**src/rtl/prog_loader_pkg.sv**
```systemverilog
// Shared states, widths and bus-select define for the program loader.
// Optional read-back verification is enabled by defining PROG_LOADER_VERIFY_EN.
`ifndef PROG_LOADER_PKG_DEFS
`define PROG_LOADER_PKG_DEFS
`ifndef ADDR_WIDTH
`define ADDR_WIDTH 8
`endif
`ifndef REG_WIDTH
`define REG_WIDTH 8
`endif
`ifndef SIG_WIDTH
`define SIG_WIDTH 16
`endif
// Top-level mem mux select value meaning "loader drives the bus"
`define LDR_BUS_SEL 1'b1
`endif

package prog_loader_pkg;

    localparam logic [2:0] LDR_IDLE  = 3'd0;
    localparam logic [2:0] LDR_WRITE = 3'd1;
    localparam logic [2:0] LDR_VREAD = 3'd2;
    localparam logic [2:0] LDR_VLAST = 3'd3;
    localparam logic [2:0] LDR_DONE  = 3'd4;
    localparam logic [2:0] LDR_ERROR = 3'd5;

    typedef enum logic [2:0] {
        ST_IDLE  = LDR_IDLE,
        ST_WRITE = LDR_WRITE,
        ST_VREAD = LDR_VREAD,
        ST_VLAST = LDR_VLAST,
        ST_DONE  = LDR_DONE,
        ST_ERROR = LDR_ERROR
    } ldr_state_e;

endpackage

```
**src/rtl/prog_loader_signature.sv**
```systemverilog
// Signature accumulator {sum mod 2^DATA_WIDTH, running XOR}; sig_nxt is the
// value the signature would take if din were folded in this cycle.
module loader_signature
    import prog_loader_pkg::*;
#(
    parameter int DATA_WIDTH = `REG_WIDTH
) (
    input  logic                      clk,
    input  logic                      reset_n,
    input  logic                      clr,
    input  logic                      en,
    input  logic [DATA_WIDTH-1:0]     din,
    output logic [2*DATA_WIDTH-1:0]   sig,
    output logic [2*DATA_WIDTH-1:0]   sig_nxt
);

    logic [DATA_WIDTH-1:0] sum_r;
    logic [DATA_WIDTH-1:0] xor_r;

    assign sig     = {sum_r, xor_r};
    assign sig_nxt = {sum_r + din, xor_r ^ din};

    // Accumulator registers; clear wins over enable
    always_ff @(posedge clk or negedge reset_n) begin
        if (!reset_n) begin
            sum_r <= {DATA_WIDTH{1'b0}};
            xor_r <= {DATA_WIDTH{1'b0}};
        end else if (clr) begin
            sum_r <= {DATA_WIDTH{1'b0}};
            xor_r <= {DATA_WIDTH{1'b0}};
        end else if (en) begin
            sum_r <= sum_r + din;
            xor_r <= xor_r ^ din;
        end else begin
            sum_r <= sum_r;
            xor_r <= xor_r;
        end
    end

endmodule

```
**src/rtl/prog_loader.sv**
```systemverilog
// Program loader: streams bytes into mem over valid/ready, optionally reading the
// range back and comparing signatures when PROG_LOADER_VERIFY_EN is defined.
module prog_loader
    import prog_loader_pkg::*;
#(
    parameter int ADDR_WIDTH = `ADDR_WIDTH,
    parameter int DATA_WIDTH = `REG_WIDTH
) (
    input  logic                  clk,
    input  logic                  reset_n,
    input  logic                  start,
    input  logic [ADDR_WIDTH-1:0] base_addr,
    input  logic [ADDR_WIDTH-1:0] length,
    input  logic                  in_valid,
    input  logic [DATA_WIDTH-1:0] in_data,
    output logic                  in_ready,
    output logic                  mem_we,
    output logic [ADDR_WIDTH-1:0] mem_addr,
    output logic [DATA_WIDTH-1:0] mem_din,
    input  logic [DATA_WIDTH-1:0] mem_dout,
    output logic                  bus_own,
    output logic                  busy,
    output logic                  done,
    output logic                  error
);

    localparam logic [ADDR_WIDTH-1:0] ADDR_ZERO = {ADDR_WIDTH{1'b0}};
    localparam logic [ADDR_WIDTH-1:0] ADDR_ONE  = {{(ADDR_WIDTH-1){1'b0}}, 1'b1};

    ldr_state_e state_r, state_s;
    logic [ADDR_WIDTH-1:0] base_r, base_s, len_r, len_s, cnt_r, cnt_s, addr_r, addr_s;
    logic [ADDR_WIDTH-1:0] cnt_inc_s;
    logic [DATA_WIDTH-1:0] din_r, din_s;
    logic we_r, we_s, rdy_r, rdy_s, busy_r, busy_s, done_r, done_s, err_r, err_s;
    logic hs_s, wclr_s, wen_s;
    logic [2*DATA_WIDTH-1:0] wsig_s, wsig_nxt_s;
    logic sig_unused_s;

    assign hs_s      = in_valid & rdy_r;
    assign cnt_inc_s = cnt_r + ADDR_ONE;

    loader_signature #(.DATA_WIDTH(DATA_WIDTH)) u_wsig (
        .clk     (clk),
        .reset_n (reset_n),
        .clr     (wclr_s),
        .en      (wen_s),
        .din     (in_data),
        .sig     (wsig_s),
        .sig_nxt (wsig_nxt_s)
    );

`ifdef PROG_LOADER_VERIFY_EN
    logic [ADDR_WIDTH-1:0] iss_r, iss_s;
    logic pend1_r, pend1_s, pend2_r, pend2_s;
    logic [2*DATA_WIDTH-1:0] rsig_s, rsig_nxt_s;

    // pend2_r marks the cycle in which mem_dout answers an issued read
    loader_signature #(.DATA_WIDTH(DATA_WIDTH)) u_rsig (
        .clk     (clk),
        .reset_n (reset_n),
        .clr     (wclr_s),
        .en      (pend2_r),
        .din     (mem_dout),
        .sig     (rsig_s),
        .sig_nxt (rsig_nxt_s)
    );

    assign sig_unused_s = ^{wsig_nxt_s, rsig_s};
`else
    assign sig_unused_s = ^{wsig_nxt_s, wsig_s, mem_dout};
`endif

    // Next-state and next-output logic; outputs idle unless a phase drives them
    always_comb begin
        state_s = state_r;
        base_s  = base_r;
        len_s   = len_r;
        cnt_s   = cnt_r;
        addr_s  = ADDR_ZERO;
        din_s   = {DATA_WIDTH{1'b0}};
        we_s    = 1'b0;
        rdy_s   = 1'b0;
        busy_s  = 1'b0;
        done_s  = 1'b0;
        err_s   = err_r;
        wclr_s  = 1'b0;
        wen_s   = 1'b0;
`ifdef PROG_LOADER_VERIFY_EN
        iss_s   = iss_r;
        pend1_s = 1'b0;
        pend2_s = pend1_r;
`endif
        case (state_r)
            ST_IDLE, ST_DONE, ST_ERROR: begin
                if (start) begin
                    base_s = base_addr;
                    len_s  = length;
                    cnt_s  = ADDR_ZERO;
                    wclr_s = 1'b1;
                    err_s  = 1'b0;
`ifdef PROG_LOADER_VERIFY_EN
                    iss_s  = ADDR_ZERO;
`endif
                    if (length == ADDR_ZERO) begin
                        state_s = ST_DONE;
                        done_s  = 1'b1;
                    end else begin
                        state_s = ST_WRITE;
                        rdy_s   = 1'b1;
                        busy_s  = 1'b1;
                    end
                end else begin
                    state_s = state_r;
                end
            end
            ST_WRITE: begin
                busy_s = 1'b1;
                rdy_s  = 1'b1;
                if (hs_s) begin
                    we_s   = 1'b1;
                    addr_s = base_r + cnt_r;
                    din_s  = in_data;
                    wen_s  = 1'b1;
                    cnt_s  = cnt_inc_s;
                    // busy stays high through the cycle that carries the final write
                    if (cnt_inc_s == len_r) begin
                        rdy_s = 1'b0;
`ifdef PROG_LOADER_VERIFY_EN
                        state_s = ST_VREAD;
`else
                        state_s = ST_DONE;
                        done_s  = 1'b1;
`endif
                    end else begin
                        state_s = ST_WRITE;
                    end
                end else begin
                    state_s = ST_WRITE;
                end
            end
`ifdef PROG_LOADER_VERIFY_EN
            ST_VREAD: begin
                busy_s  = 1'b1;
                addr_s  = base_r + iss_r;
                iss_s   = iss_r + ADDR_ONE;
                pend1_s = 1'b1;
                if ((iss_r + ADDR_ONE) == len_r) begin
                    state_s = ST_VLAST;
                end else begin
                    state_s = ST_VREAD;
                end
            end
            ST_VLAST: begin
                busy_s = 1'b1;
                // Final byte is on mem_dout and nothing is still in flight
                if (pend2_r && !pend1_r) begin
                    busy_s = 1'b0;
                    if (wsig_s == rsig_nxt_s) begin
                        state_s = ST_DONE;
                        done_s  = 1'b1;
                    end else begin
                        state_s = ST_ERROR;
                        err_s   = 1'b1;
                    end
                end else begin
                    state_s = ST_VLAST;
                end
            end
`endif
            default: begin
                state_s = ST_IDLE;
            end
        endcase
    end

    // State and registered-output update
    always_ff @(posedge clk or negedge reset_n) begin
        if (!reset_n) begin
            state_r <= ST_IDLE;
            base_r  <= ADDR_ZERO;
            len_r   <= ADDR_ZERO;
            cnt_r   <= ADDR_ZERO;
            addr_r  <= ADDR_ZERO;
            din_r   <= {DATA_WIDTH{1'b0}};
            we_r    <= 1'b0;
            rdy_r   <= 1'b0;
            busy_r  <= 1'b0;
            done_r  <= 1'b0;
            err_r   <= 1'b0;
        end else begin
            state_r <= state_s;
            base_r  <= base_s;
            len_r   <= len_s;
            cnt_r   <= cnt_s;
            addr_r  <= addr_s;
            din_r   <= din_s;
            we_r    <= we_s;
            rdy_r   <= rdy_s;
            busy_r  <= busy_s;
            done_r  <= done_s;
            err_r   <= err_s;
        end
    end

`ifdef PROG_LOADER_VERIFY_EN
    // Read-issue counter and read-latency tracking
    always_ff @(posedge clk or negedge reset_n) begin
        if (!reset_n) begin
            iss_r   <= ADDR_ZERO;
            pend1_r <= 1'b0;
            pend2_r <= 1'b0;
        end else begin
            iss_r   <= iss_s;
            pend1_r <= pend1_s;
            pend2_r <= pend2_s;
        end
    end

    assign error = err_r;
`else
    assign error = 1'b0;
`endif

    assign in_ready = rdy_r;
    assign mem_we   = we_r;
    assign mem_addr = addr_r;
    assign mem_din  = din_r;
    assign bus_own  = busy_r;
    assign busy     = busy_r;
    assign done     = done_r;

endmodule
```
**config.mk**
```make
export PLATFORM = sky130hd
export DESIGN_NAME = prog_loader
export DESIGN_NICKNAME = d
export VERILOG_FILES = /design/src/rtl/prog_loader_pkg.sv /design/src/rtl/prog_loader_signature.sv /design/src/rtl/prog_loader.sv
export SDC_FILE = /design/constraint.sdc
export NUM_CORES = 1
export LEC_CHECK = 0
export ABC_AREA = 1
export CORE_MARGIN = 3
export CORE_UTILIZATION = 30
export CTS_CLUSTER_DIAMETER = 40
export CTS_CLUSTER_SIZE = 30
export DETAILED_ROUTE_END_ITERATION = 10
export PLACE_DENSITY = 0.53
export SLEW_MARGIN = 20
export SYNTH_ARGS = -nofsm -noshare
export SYNTH_HDL_FRONTEND = slang
export SYNTH_SLANG_ARGS = --single-unit
export TNS_END_PERCENT = 100
```
**constraint.sdc**
```tcl
create_clock -name clk -period 2.4 [get_ports clk]
set_input_delay 0.48 -clock clk [delete_from_list [all_inputs] [get_ports clk]]
set_output_delay 0.48 -clock clk [all_outputs]
set_load 0.01 [all_outputs]
```
### Yosys cells after proc, flatten, opt, wreduce, memory -nomap -nowiden

Index checks and enable logic that the tools add are counted.

| word-level totals | value |
|---|---|
| flip-flop bits (word level) | 47 |
| logic and storage cells | 50 |
| output and inout bits | 22 |

| operators by class | value |
|---|---|
| bitwise logic cells | 1 |
| equal/unequal tests | 6 |
| reductions and logical operators | 6 |
| add/subtract/negate cells | 2 |
| mux-type cells | 25 |

Operators by type and width:

| kind | number |
|---|---|
| 8-bit two-way mux | 6 |
| 8-bit case mux with 2 select lines | 1 |
| 3-bit two-way mux | 4 |
| 1-bit two-way mux | 10 |
| 8-bit by 1-bit adder with 8-bit output (second input constant) | 1 |
| 8-bit adder | 1 |
| 8-bit == test | 1 |
| 8-bit logical NOT | 1 |
| 3-bit == test (second input constant) | 2 |
| 1-bit case mux with 2 select lines | 3 |
| 3-bit case mux with 2 select lines | 1 |
| 2-bit != test (second input constant) | 2 |
| 3-bit by 1-bit == test with 1-bit output (second input constant) | 1 |
| 3-bit logical NOT | 1 |
| 3-bit AND reduction | 1 |
| 3-bit OR reduction | 1 |
| 2-bit AND reduction | 1 |
| 2-bit nonzero test | 1 |
| 1-bit AND | 1 |

### Depth between registers and ports, before layout

| logic depth | value |
|---|---|
| word-level depth | 5 |
| depth in mapped cells | 13 |

### Worst setup path after synthesis

No wires, ideal clock.

| path | value |
|---|---|
| kind | flip-flop to flip-flop |
| from | register cnt_r[0] |
| to | register addr_r[6], in the netlist mem_addr[6] |
| path buffers | 0 |
| required time | 2323 ps |
| slack | 709 ps |
| arrival time | 1614 ps |
| stages on the path, launching flop included | 10 |
| cells stage by stage | dfrtp_1 > ha_1 > fa_1 > nand3_1 > nand3_1 > nand2_1 > nand2_1 > a21oi_1 > o21ai_0 > a21oi_1 |

| on the way | value |
|---|---|
| word-level cells in the longest chain between the ends | 3 |

RTL lines:

| item | line | source |
|---|---|---|
| from (decl) | prog_loader.sv:31 | `logic [ADDR_WIDTH-1:0] base_r, base_s, len_r, len_s, cnt_r, cnt_s, addr_r, addr_s;` |
| from (signal assigned) | prog_loader.sv:194 | `cnt_r <= cnt_s;` |
| 8-bit adder | prog_loader.sv:121 | `addr_s = base_r + cnt_r;` |
| 8-bit two-way mux | prog_loader.sv:119 | `if (hs_s) begin` |
| 8-bit two-way mux | prog_loader.sv:93 | `case (state_r)` |
| named net addr_s[6] | prog_loader.sv:31 |  |
| to (signal assigned) | prog_loader.sv:195 | `addr_r <= addr_s;` |
| to (decl) | prog_loader.sv:31 |  |

The timed path passes the listed nets, and every way through them passes these cells.
A chain may end at the register's enable or synchronous reset.

### Worst setup path in the final report

Ends and elaborated chain as after synthesis.

==> metrics.txt <==
multi-input logic area 903.4 sq um; core area 7019 sq um; WP buf/inv 0; Post-Syn Area 2245 sq um; Reg2Reg Depth 9; die width 92.50 um; first-pass GRT wire length 8.197 mm; leakage 1.394 nW; reg2reg end mem_addr[6]; status finished clean; final core utilization 41.41%; Tightest Pin Transition 536.2 ps; ant diodes 0; final setup fails 0; First-pass DRT Iterations 4; RSZ-0062 raised after global routing false; register area share after synthesis 51.28%; critical-path cell list ha_1, fa_1, nand3_1, nand3_1, nand2_1, nand2_1, a21oi_1, o21ai_0, a21oi_1; post-DP HPWL 3.583 mm; final hold violations 0; Post-Place Worst Slack 333.4 ps; Syn. warnings 0; Worst VDD drop 0.0004830 V; Setup WS post-layout 478.3 ps; slowest stage cell, crit path dfrtp_1; DR vias/cell 4.368; fillers 722; routed length per instance 11.62 um; H-Tree Level Count 2; gr ovfl total 0; WP data required 2620 ps; Final Cycle Share 80.07%; Max Clock Skew 4.842 ps; # hold bufs at CTS 0; Die Height 92.50 um; syn_nets 305; most frequent cells in the layout nand2_1 (59), clkdlybuf4s50_1 (47), dfrtp_1 (46); Detail Route Antenna Nets 0; hold slack 27.66 ps; clk slew on worst S/H paths 80 ps; Max Root-Sink Buffers 2; share of cells above drive strength 1 8.333%; Worst Setup End Kind register; Area Growth Syn to Fin 29.49%; commonest non-fill, non-tap cell in the layout nand2_1; gpl congestion 0.7880; IO Port Bufs 48; CP Class register to register; largest delay contributor family on the critical path adder cells; r2r startpoint cnt_r[0]; R2R Setup Slk 480 ps; synthesized area per cell 8.633 sq um; DR DRC count 0; clock sinks 46; Total Die Area 8556 sq um; Final Routed Wirelength 4.739 mm; synth unique cells 26; Largest stage delay, worst path 480 ps; synthesis-stage register bit count 46; antenna violations before repair 0; largest net degree at the start of global routing 27; IO Pins 58; Non-Filler Instances 408; Gates resized, CTS repair 0; max_slew headroom 64.13%; Power per Cell Area 1120 nW/um^2; Num CTS Buffers 5; DR iter-0 viols 67; maximum clock frequency 520.4 MHz; startpoint types register; total number of vias 1,782; nets@finish 357; Arrival @ worst endpoint 2140 ps; placed cell count 401; min Tclk post-route 1922 ps; fin. max-slew vios 0; root buffer selected by CTS clkbuf_8; vias in the first global route 1,807; max-cap violations 0; CP Max Fanout 7; clock tree from TritonCTS built; post-CTS setup repair buffer count 0; later-pin clock latency in the skew report 290 ps; # rows 30; Post-Route Setup TNS 0 ps; Syn Inst Count 260; hold crit path type input port to async pin; GRT Resource Usage Total 12.04%; register area 1151 sq um; initial core utilization 31.98%
==> worst max path at each step <==
stage	startpoint	endpoint	slack [ps]	cells after the start
2_1_floorplan	cnt_r[0]	mem_addr[6]	710	9
3_3_place_gp	in_valid	cnt_r[7]	340	6
3_5_place_dp	in_valid	cnt_r[7]	330	6
4_1_cts	cnt_r[0]	mem_addr[6]	460	9
5_1_grt	cnt_r[0]	mem_addr[6]	270	9
6_report	cnt_r[0]	mem_addr[6]	480	9
==> cells by family (layout without fill, tap and decap cells) <==
logic type	after synthesis	after routing	share of synthesized area, %
buffers and inverters	48	100	8.472
multiplexers	8	8	4.014
AND/OR/NAND/NOR	112	112	22.07
AO/OA/AOI/OAI	34	34	7.860
adder cells (fa/ha/maj)	9	9	5.351
other	1	1	0.1671
flip-flops	46	46	51.28
XOR/XNOR	2	2	0.7805
==> state kept, by name, summed over array words and instances (netlist names) <==
signal / flops
mem_din: 8
mem_we: 1
done: 1
bus_own: 1
len_r: 8
base_r: 8
mem_addr: 8
state_r: 2
cnt_r: 8
in_ready: 1
==> report_power, final <==
part / internal [mW] / switching, mW / total [mW]
combinational: 0.690 / 0.836 / 1.53
sequential: 1.07 / 0.208 / 1.28
clock: 0.201 / 0.247 / 0.448
total: 1.97 / 1.29 / 3.26
==> layer usage <==
layer,global-route usage [%],up-vias,routed length (um)
met5,0,-,0
met4,4.084,0,57
met3,3.331,7,271
met2,19.58,49,2169
met1,15.40,802,2241
li1,-,924,-
==> synth_stat cells <==
| master | number | share of area (%) |
|---|---|---|
| fa_1 | 1 | 0.89 |
| o22ai_1 | 3 | 0.84 |
| inv_1 | 41 | 6.9 |
| o21ai_0 | 18 | 4.0 |
| o21ai_1 | 2 | 0.45 |
| ha_1 | 8 | 4.5 |
| buf_2 | 2 | 0.45 |
| buf_1 | 1 | 0.17 |
| nand2_2 | 4 | 1.1 |
| dfrtp_1 | 46 | 51 |
| nand3b_1 | 3 | 1.0 |
| conb_1 | 1 | 0.17 |
| a211oi_1 | 1 | 0.33 |
| clkbuf_1 | 1 | 0.17 |
| a21oi_1 | 10 | 2.2 |
| nor2_2 | 2 | 0.56 |
| nor3_1 | 2 | 0.45 |
| mux2_2 | 8 | 4.0 |
| nand3_1 | 21 | 4.7 |
| nor2_1 | 17 | 2.8 |
| nand2_1 | 59 | 9.9 |
| xnor2_1 | 2 | 0.78 |
| inv_2 | 1 | 0.17 |
| nand4_1 | 2 | 0.56 |
| nor2_4 | 2 | 1.0 |
| buf_4 | 2 | 0.67 |
==> stage by stage <==
stage | total power, mW | cell area [sq um]
floorplan | 2.293 | 2245
global placement | 2.813 | 2830
detailed placement | 2.849 | 2830
CTS | 3.314 | 2907
global route | 3.579 | 2907
finish | 3.256 | 2907
==> final cells by class <==
| class | instances | area share, % |
|---|---|---|
| Sequential cell | 46 | 39.60 |
| Multi-Input combinational cell | 166 | 31.08 |
| Timing Repair Buffer | 51 | 17.13 |
| Inverter | 42 | 5.424 |
| Tap cell | 96 | 4.133 |
| Clock buffer | 7 | 2.626 |
(Power assumes the default switching activity.)
